[config.mk]
export PLATFORM = sky130hd
export DESIGN_NAME = seven_segment_scan
export DESIGN_NICKNAME = d
export VERILOG_FILES = /design/src/rtl/seven_segment_scan_pkg.sv /design/src/rtl/seven_segment_scan_hex_to_seven_segment.sv /design/src/rtl/seven_segment_scan.sv
export SDC_FILE = /design/constraint.sdc
export NUM_CORES = 1
export LEC_CHECK = 0
export CORE_ASPECT_RATIO = 0.5
export CORE_UTILIZATION = 50
export DETAILED_ROUTE_END_ITERATION = 10
export GPL_ROUTABILITY_DRIVEN = 0
export PLACE_DENSITY = 0.75
export SLEW_MARGIN = 20
export SYNTH_ARGS = -nofsm -noshare
export SYNTH_HDL_FRONTEND = slang
export SYNTH_SLANG_ARGS = --single-unit
[constraint.sdc]
create_clock -name mclk -period 3.45 [get_ports mclk]
set_input_delay 1.035 -clock mclk [delete_from_list [all_inputs] [get_ports mclk]]
set_output_delay 1.035 -clock mclk [all_outputs]
set_load 0.005 [all_outputs]
[src/rtl/seven_segment_scan_pkg.sv]
// Shared constants for the seven-segment scan driver: active-low glyphs,
// blank levels and digit count.
package seven_segment_scan_pkg;

  localparam int NUM_DIGITS = 4;

  localparam logic [6:0] SEG_OFF = 7'b1111111;
  localparam logic [3:0] AN_OFF  = 4'b1111;

  // Patterns are written as {g,f,e,d,c,b,a}, a segment is lit when its bit is 0.
  localparam logic [6:0] SEG_0 = 7'b1000000;
  localparam logic [6:0] SEG_1 = 7'b1111001;
  localparam logic [6:0] SEG_2 = 7'b0100100;
  localparam logic [6:0] SEG_3 = 7'b0110000;
  localparam logic [6:0] SEG_4 = 7'b0011001;
  localparam logic [6:0] SEG_5 = 7'b0010010;
  localparam logic [6:0] SEG_6 = 7'b0000010;
  localparam logic [6:0] SEG_7 = 7'b1111000;
  localparam logic [6:0] SEG_8 = 7'b0000000;
  localparam logic [6:0] SEG_9 = 7'b0010000;
  localparam logic [6:0] SEG_A = 7'b0001000;
  localparam logic [6:0] SEG_B = 7'b0000011;
  localparam logic [6:0] SEG_C = 7'b1000110;
  localparam logic [6:0] SEG_D = 7'b0100001;
  localparam logic [6:0] SEG_E = 7'b0000110;
  localparam logic [6:0] SEG_F = 7'b0001110;

  // Bit i set when nibbles i..3 are all zero; the rightmost digit is never blanked.
  function automatic logic [NUM_DIGITS-1:0] leading_zero_mask(input logic [4*NUM_DIGITS-1:0] value);
    logic [NUM_DIGITS-1:0] mask;
    mask    = '0;
    mask[3] = (value[15:12] == 4'h0);
    mask[2] = (value[15:8]  == 8'h00);
    mask[1] = (value[15:4]  == 12'h000);
    return mask;
  endfunction

endpackage

[src/rtl/seven_segment_scan_hex_to_seven_segment.sv]
// Purely combinational hex nibble to active-low seven-segment glyph decoder.
module hex_to_seven_segment
  import seven_segment_scan_pkg::*;
(
  input  logic [3:0] nibble,
  output logic [6:0] seg_n
);

  always_comb begin
    seg_n = SEG_OFF;
    case (nibble)
      4'h0: seg_n = SEG_0;
      4'h1: seg_n = SEG_1;
      4'h2: seg_n = SEG_2;
      4'h3: seg_n = SEG_3;
      4'h4: seg_n = SEG_4;
      4'h5: seg_n = SEG_5;
      4'h6: seg_n = SEG_6;
      4'h7: seg_n = SEG_7;
      4'h8: seg_n = SEG_8;
      4'h9: seg_n = SEG_9;
      4'hA: seg_n = SEG_A;
      4'hB: seg_n = SEG_B;
      4'hC: seg_n = SEG_C;
      4'hD: seg_n = SEG_D;
      4'hE: seg_n = SEG_E;
      4'hF: seg_n = SEG_F;
      default: seg_n = SEG_OFF;
    endcase
  end

endmodule

[src/rtl/seven_segment_scan.sv]
// Time-multiplexed 4-digit common-anode display driver with per-frame input snapshot.
// Optional leading-zero blanking: define SEVEN_SEGMENT_LEADING_ZERO_BLANK_EN.
module seven_segment_scan
  import seven_segment_scan_pkg::*;
#(
  parameter int DIGIT_PERIOD = 50000,
  parameter int BLANK_CYCLES = 500
) (
  input  logic                      mclk,
  input  logic                      reset,
  input  logic [4*NUM_DIGITS-1:0]   number,
  input  logic [NUM_DIGITS-1:0]     dot,
  input  logic [NUM_DIGITS-1:0]     digit_en,
  output logic [6:0]                seg,
  output logic                      dp,
  output logic [NUM_DIGITS-1:0]     an,
  output logic                      frame_start
);

  localparam int CNT_W = (DIGIT_PERIOD > 2) ? $clog2(DIGIT_PERIOD) : 1;
  localparam logic [CNT_W-1:0] CNT_LAST  = CNT_W'(DIGIT_PERIOD - 1);
  localparam logic [CNT_W-1:0] BLANK_END = CNT_W'(BLANK_CYCLES);

  logic [CNT_W-1:0]          cnt_q, cnt_d;
  logic [1:0]                idx_q, idx_d;
  logic [4*NUM_DIGITS-1:0]   number_sh_q, number_sh_d;
  logic [NUM_DIGITS-1:0]     dot_sh_q, dot_sh_d;
  logic [NUM_DIGITS-1:0]     en_sh_q, en_sh_d;
  logic [6:0]                seg_q, seg_d;
  logic                      dp_q, dp_d;
  logic [NUM_DIGITS-1:0]     an_q, an_d;
  logic                      frame_start_q, frame_start_d;

  logic                      snapshot;
  logic [3:0]                nibble;
  logic [6:0]                seg_pattern;
  logic [NUM_DIGITS-1:0]     lz_blank;
  logic                      shown;

  hex_to_seven_segment u_decode (
    .nibble (nibble),
    .seg_n  (seg_pattern)
  );

  // Display decisions use the next shadow value so the snapshot cycle itself
  // already reflects the new frame's content.
  always_comb begin
    cnt_d         = (cnt_q == CNT_LAST) ? '0 : cnt_q + CNT_W'(1);
    idx_d         = (cnt_q == CNT_LAST) ? idx_q + 2'd1 : idx_q;
    snapshot      = (cnt_q == '0) && (idx_q == 2'd0);
    number_sh_d   = snapshot ? number   : number_sh_q;
    dot_sh_d      = snapshot ? dot      : dot_sh_q;
    en_sh_d       = snapshot ? digit_en : en_sh_q;
    frame_start_d = snapshot;
    nibble        = number_sh_d[{idx_q, 2'b00} +: 4];
`ifdef SEVEN_SEGMENT_LEADING_ZERO_BLANK_EN
    lz_blank      = leading_zero_mask(number_sh_d);
`else
    lz_blank      = '0;
`endif
    shown         = en_sh_d[idx_q] && !lz_blank[idx_q];

    an_d  = AN_OFF;
    seg_d = SEG_OFF;
    dp_d  = 1'b1;
    if ((cnt_q >= BLANK_END) && shown) begin
      an_d  = ~(4'b0001 << idx_q);
      seg_d = seg_pattern;
      dp_d  = ~dot_sh_d[idx_q];
    end
  end

  always_ff @(posedge mclk) begin
    if (reset) begin
      cnt_q         <= '0;
      idx_q         <= 2'd0;
      number_sh_q   <= '0;
      dot_sh_q      <= '0;
      en_sh_q       <= '0;
      seg_q         <= SEG_OFF;
      dp_q          <= 1'b1;
      an_q          <= AN_OFF;
      frame_start_q <= 1'b0;
    end else begin
      cnt_q         <= cnt_d;
      idx_q         <= idx_d;
      number_sh_q   <= number_sh_d;
      dot_sh_q      <= dot_sh_d;
      en_sh_q       <= en_sh_d;
      seg_q         <= seg_d;
      dp_q          <= dp_d;
      an_q          <= an_d;
      frame_start_q <= frame_start_d;
    end
  end

  assign seg         = seg_q;
  assign dp          = dp_q;
  assign an          = an_q;
  assign frame_start = frame_start_q;

endmodule

# ---- After elaboration in Yosys (flattened, before gate mapping)
# Memories as Yosys holds them, arrays and structs flattened. A register that Yosys moved wholly into a read port is not among the register bits.
# Cells that the tools add are included.
dict set report word_totals {
  ff_bits 48
  out_inout_bits 13
  rom_bits 112
  memories 1
}
# memory depth word_bits read_ports rd_clocked_by_memory_dff wr line_no
set mem_list {}
lappend mem_list {{(name not given)} 16 7 1 1 0 seven_segment_scan_hex_to_seven_segment.sv:11} ;# case (nibble)
dict set report op_classes {
  n_eq_ne 1
  n_reduce_logical 8
  add_sub_neg 2
  mux 9
  bitwise 3
  magnitude_cmp 2
  n_shift 2
}
# op count
set op_table {}
lappend op_table {{adder 16 x 1 -> 16 bit (second input constant)} 1}
lappend op_table {{== test 16 bit (second input constant)} 1}
lappend op_table {{greater-or-equal comparator 16 x 9 -> 1 bit (second input constant)} 1}
lappend op_table {{logical NOT 16 bit} 1}
lappend op_table {{2-to-1 mux 16 bit} 1}
lappend op_table {{indexed part select 16 x 5 -> 4 bit} 1}
lappend op_table {{2-to-1 mux 4 bit} 2}
lappend op_table {{binary-select mux 1 bit (select 2 bit)} 3}
lappend op_table {{NOT 4 bit} 1}
lappend op_table {{OR reduction 2 bit} 2}
lappend op_table {{<< shifter 1 x 2 -> 4 bit (first input constant)} 1}
lappend op_table {{logical AND 1 bit} 3}
lappend op_table {{less-than comparator 2 x 3 -> 1 bit (second input constant)} 1}
lappend op_table {{2-to-1 mux 1 bit} 3}
lappend op_table {{adder 2 x 1 -> 2 bit (second input constant)} 1}
lappend op_table {{logical NOT 2 bit} 1}
lappend op_table {{NOT 1 bit} 2}
lappend op_table {{logical NOT 1 bit} 1}

# ---- Depth between registers and ports, before layout
dict set report depth {
  depth_word 9
  depth_mapped 16
}

# ---- Hierarchy
# A second synthesis with hierarchy kept.
dict set report unflattened {
  cells_unflattened 268
  area_unflattened_um2 2518.7
}
# module area_each_um2 cells_each instances seq_area_each_um2
set by_module_without_submodules {}
lappend by_module_without_submodules {seven_segment_scan 2243.4 236 1 1101.1}
lappend by_module_without_submodules {hex_to_seven_segment 275.3 32 1 0.0}

# ---- Least setup slack after synthesis
# No wires, ideal clock.
dict set report synth_timing {
  kind {register to register}
  startpoint {register idx_q[0]}
  endpoint {register seg_q[3] (netlist: seg[3])}
  path_stages_with_launch 14
  path_slack_ns 0.338
  t_required_ns 3.315
  setup_time_ns 0.135
  arrival_ns 2.977
  cell_sequence {dfxtp_1 clkinv_1 ha_1 nor4bb_1 and4b_1 buf_2 and2_1 buf_6 buf_12 mux2i_1 mux4_2 a311oi_2 buf_4 o211ai_1}
}
dict set report synth_via {
  elab_chain_len 9
  word_cells_on_any_way 14
}
# element line_no
set synth_lines {}
lappend synth_lines {{start, declared} seven_segment_scan.sv:25} ;# logic [1:0] idx_q, idx_d;
lappend synth_lines {{start signal, assigned} seven_segment_scan.sv:86} ;# idx_q <= idx_d;
lappend synth_lines {{logical NOT 2 bit} seven_segment_scan.sv:50} ;# snapshot = (cnt_q == '0) && (idx_q == 2'd0);
lappend synth_lines {{logical AND 1 bit} seven_segment_scan.sv:50}
lappend synth_lines {{2-to-1 mux 4 bit} seven_segment_scan.sv:53} ;# en_sh_d = snapshot ? digit_en : en_sh_q;
lappend synth_lines {{binary-select mux 1 bit (select 2 bit)} seven_segment_scan.sv:61} ;# shown = en_sh_d[idx_q] && !lz_blank[idx_q];
lappend synth_lines {{2-to-1 mux 1 bit (not written as such)} seven_segment_scan.sv:61}
lappend synth_lines {{logical AND 1 bit} seven_segment_scan.sv:61}
lappend synth_lines {{logical AND 1 bit} seven_segment_scan.sv:66} ;# if ((cnt_q >= BLANK_END) && shown) begin
lappend synth_lines {{NOT 1 bit (no source line)} --}
lappend synth_lines {{OR reduction 2 bit (no source line)} --}
lappend synth_lines {{end, declared} seven_segment_scan.sv:29} ;# logic [6:0] seg_q, seg_d;
# Parallel ways exist; a longest one is shown, timed or not. The select of a mux whose other input is x is not followed.
# A chain may end at the register's enable or synchronous reset.

# ---- Worst setup path in the final report
dict set report layout_timing {
  startpoint {register idx_q[0]}
  endpoint {register seg_q[4] (netlist: seg[4])}
}
# Same word-level chain as after synthesis.

==> key figures <==
Timing
  – Setup Viol. Count Final: 0
  – Slew Viols, Final: 0
  – Slew at the pin with the worst max-slew slack: 0.571 ns
  – Clock skew: 0.00280 ns
  – Final Hold Fails: 0
  – Period utilization: 0.932
  – Post-layout minimum cycle time: 3.21 ns
  – Max frequency: 311 MHz
  – Slew HR: 0.620
  – RSZ-0062 raised after global routing: false
  – Setup tns final: 0 ns

Die
  – Die width: 102 um
  – Core Footprint: 0.00462 mm^2
  – Io pins: 39
  – Initial Util: 0.545
  – Row cnt: 17
  – DIE HEIGHT: 52.1 um
  – Die ar.: 0.00533 mm^2

CTS
  – CTS clock-pin slew for the worst setup and hold paths: 0.09 ns
  – CTS tree: yes
  – Clk sinks: 55
  – Root Buffer: clkbuf_8
  – Clock Latency Late Sink: 0.31 ns
  – Longest Clk Path Bufs: 2
  – CTS Buf Count: 5
  – Setup Fix Bufs, Post-CTS: 0
  – H-tree levels: 2

Finish
  – Total Nets Final: 345
  – # fillers: 382
  – Final std cells w/o fill: 374
  – Register area: 0.00110 mm^2
  – Share of cells above drive strength 1: 0.0974
  – Multi-input gate area: 0.00132 mm^2
  – Area Growth Syn to Fin: 22.3%
  – ANT cells: 0

Min path
  – HP Class: reg -> reg

Place
  – Number of port buffers: 38
  – Inst Count DP: 366
  – HPWL after detailed placement: 3630 um

Detailed routing
  – Initial DRC count: 48
  – Drt pass-1 iters: 4
  – Routed WL per cell: 12.9 um
  – Vias: 1,944
  – DRC: 0
  – WL final: 4840 um
  – Antenna Nets Post-Route: 0
  – Via density: 5.20

Setup path
  – Critical path class: reg -> reg
  – Crit. End Element: flop
  – Critical Path RT: 3.63 ns
  – Crit start category: flop
  – Crit path DAT: 3.39 ns
  – Critical Path Fanout Max: 10

Synthesis
  – Cells after synthesis: 266
  – #FFs+latches synth: 55
  – Count of different cell masters after synthesis: 43
  – Syn_area_per_cell: 9.45 um^2
  – Primary FF master, synth: dfxtp_1
  – Net count after synthesis: 304
  – Warnings from Yosys: 0
  – Cell taking the most area after synthesis: dfxtp_1
  – Ys async rst share: 0
  – Synth area leaders: dfxtp_1, mux2i_1, nor2_1, ha_1, nand2_1
  – Register area share after synthesis: 0.438
  – Most common library cells after synthesis: dfxtp_1, nor2_1, nand2_1
  – Post-synth top area share: 0.438
  – Most instantiated library cell after synthesis: dfxtp_1
  – Synthesized area: 0.00251 mm^2
  – Post-synth EDFFs: 0

Pwr
  – P_leak: 1.26 nW
  – Pwr dens: 419 mW/mm^2
  – Maximum vdd ir drop: 0.216 mV

GRT
  – First-pass GRT wire length: 8200 um
  – Initial antenna violation count: 0
  – Gr usage total: 0.204
  – GRT overflow: 0
  – Vias in the first global route: 1,852
  – Pin count of the biggest net entering global routing: 21

Job
  – Max-cap violations: 0

Outcome
  – Outcome: complete, no violations
-- final cells by class --
class | instances | share of cell area
Inverter | 10 | 0.0122
Sequential cell | 55 | 0.358
Timing Repair Buffer | 45 | 0.141
Multi-Input combinational cell | 190 | 0.430
Clock buffer | 8 | 0.0325
Tap cell | 66 | 0.0269
-- routing by layer --
layer,GRT usage,vias up,share of wire,wire [um]
li1,-,979,-,-
met5,0,-,0,0
met1,0.256,932,0.51,2450
met4,0.0881,0,0.013,63
met2,0.338,27,0.45,2150
met3,0.0497,6,0.035,171
-- logic make-up after synthesis --
family          after synthesis  synth area share
compound gates               27            0.0846
xor+xnor                     15            0.0523
fa+ha+maj                    12            0.0597
buf+inv                      21            0.0438
flops                        55             0.438
mux                          28             0.123
simple gates                108             0.199
-- where the power goes --
part / internal (mW) / switching [mW]
sequential: 0.665 / 0.0102
clock: 0.184 / 0.199
combinational: 0.112 / 0.119
total: 0.960 / 0.328
-- per-stage QoR --
| step | hold WS, ns | setup WS [ns] | cell area [um^2] | util | total power, mW |
|---|---|---|---|---|---|
| 2_1_floorplan | 0.430 | 0.338 | 2510 | - | 0.859 |
| 3_3_place_gp | 0.444 | 0.308 | 2960 | 0.642 | 0.909 |
| 3_5_place_dp | 0.454 | 0.146 | 2960 | 0.642 | 0.917 |
| 4_1_cts | 0.467 | 0.124 | 3060 | 0.664 | 1.30 |
| 5_1_grt | 0.491 | 0.0123 | 3080 | 0.666 | 1.35 |
| 6_report | 0.466 | 0.236 | 3080 | 0.666 | 1.29 |
-- registers in the layout, indices dropped and copies added, names as in the netlist --
signal       count
an               4
cnt_q           16
dot_sh_q         4
dp               1
en_sh_q          4
frame_start      1
idx_q            2
number_sh_q     16
seg              7
-- worst paths after layout --
path / startpoint / to / slack [ns] / depth (start not counted)
hold / removal: number_sh_q[7]$_SDFF_PP0_ / number_sh_q[7]$_SDFF_PP0_ / 0.47 / 2
setup / recovery: idx_q[0]$_SDFFE_PP0P_ / seg[4]$_SDFF_PP1_ / 0.24 / 10
setup reg to reg: idx_q[0]$_SDFFE_PP0P_ / seg[4]$_SDFF_PP1_ / 0.24 / 10
hold reg to reg: number_sh_q[7]$_SDFF_PP0_ / number_sh_q[7]$_SDFF_PP0_ / 0.47 / 2
-- cell usage in the layout, fill, tap and decap left out, types with 6 or more instances in the layout --
cell type | Yosys | layout
dfxtp_1 | 55 | 55
nor2_1 | 51 | 50
clkdlybuf4s50_1 | 0 | 38
nand2_1 | 26 | 26
mux2i_1 | 23 | 23
ha_1 | 12 | 12
xor2_1 | 11 | 11
inv_1 | 7 | 7
clkbuf_8 | 0 | 7
buf_4 | 1 | 7
a21oi_1 | 6 | 6
nand3_1 | 6 | 6
-- critical path, cell delays in order (launching register included) --
cell      delay (ns)
dfxtp_1         0.40
clkinv_1        0.10
ha_1            0.21
nor4bb_1        0.33
and4b_2         0.36
and2_2          0.33
mux2i_1         0.13
mux4_2          0.49
a311oi_2        0.41
buf_4           0.23
o211ai_1        0.09
-- repair_timing --
item / CTS / global route
resized for setup: 0 / 6
endpoints found under the setup margin: 0 / 12
hold buffers: 0 / 0
Note: power is estimated with default switching activity, not from simulation.
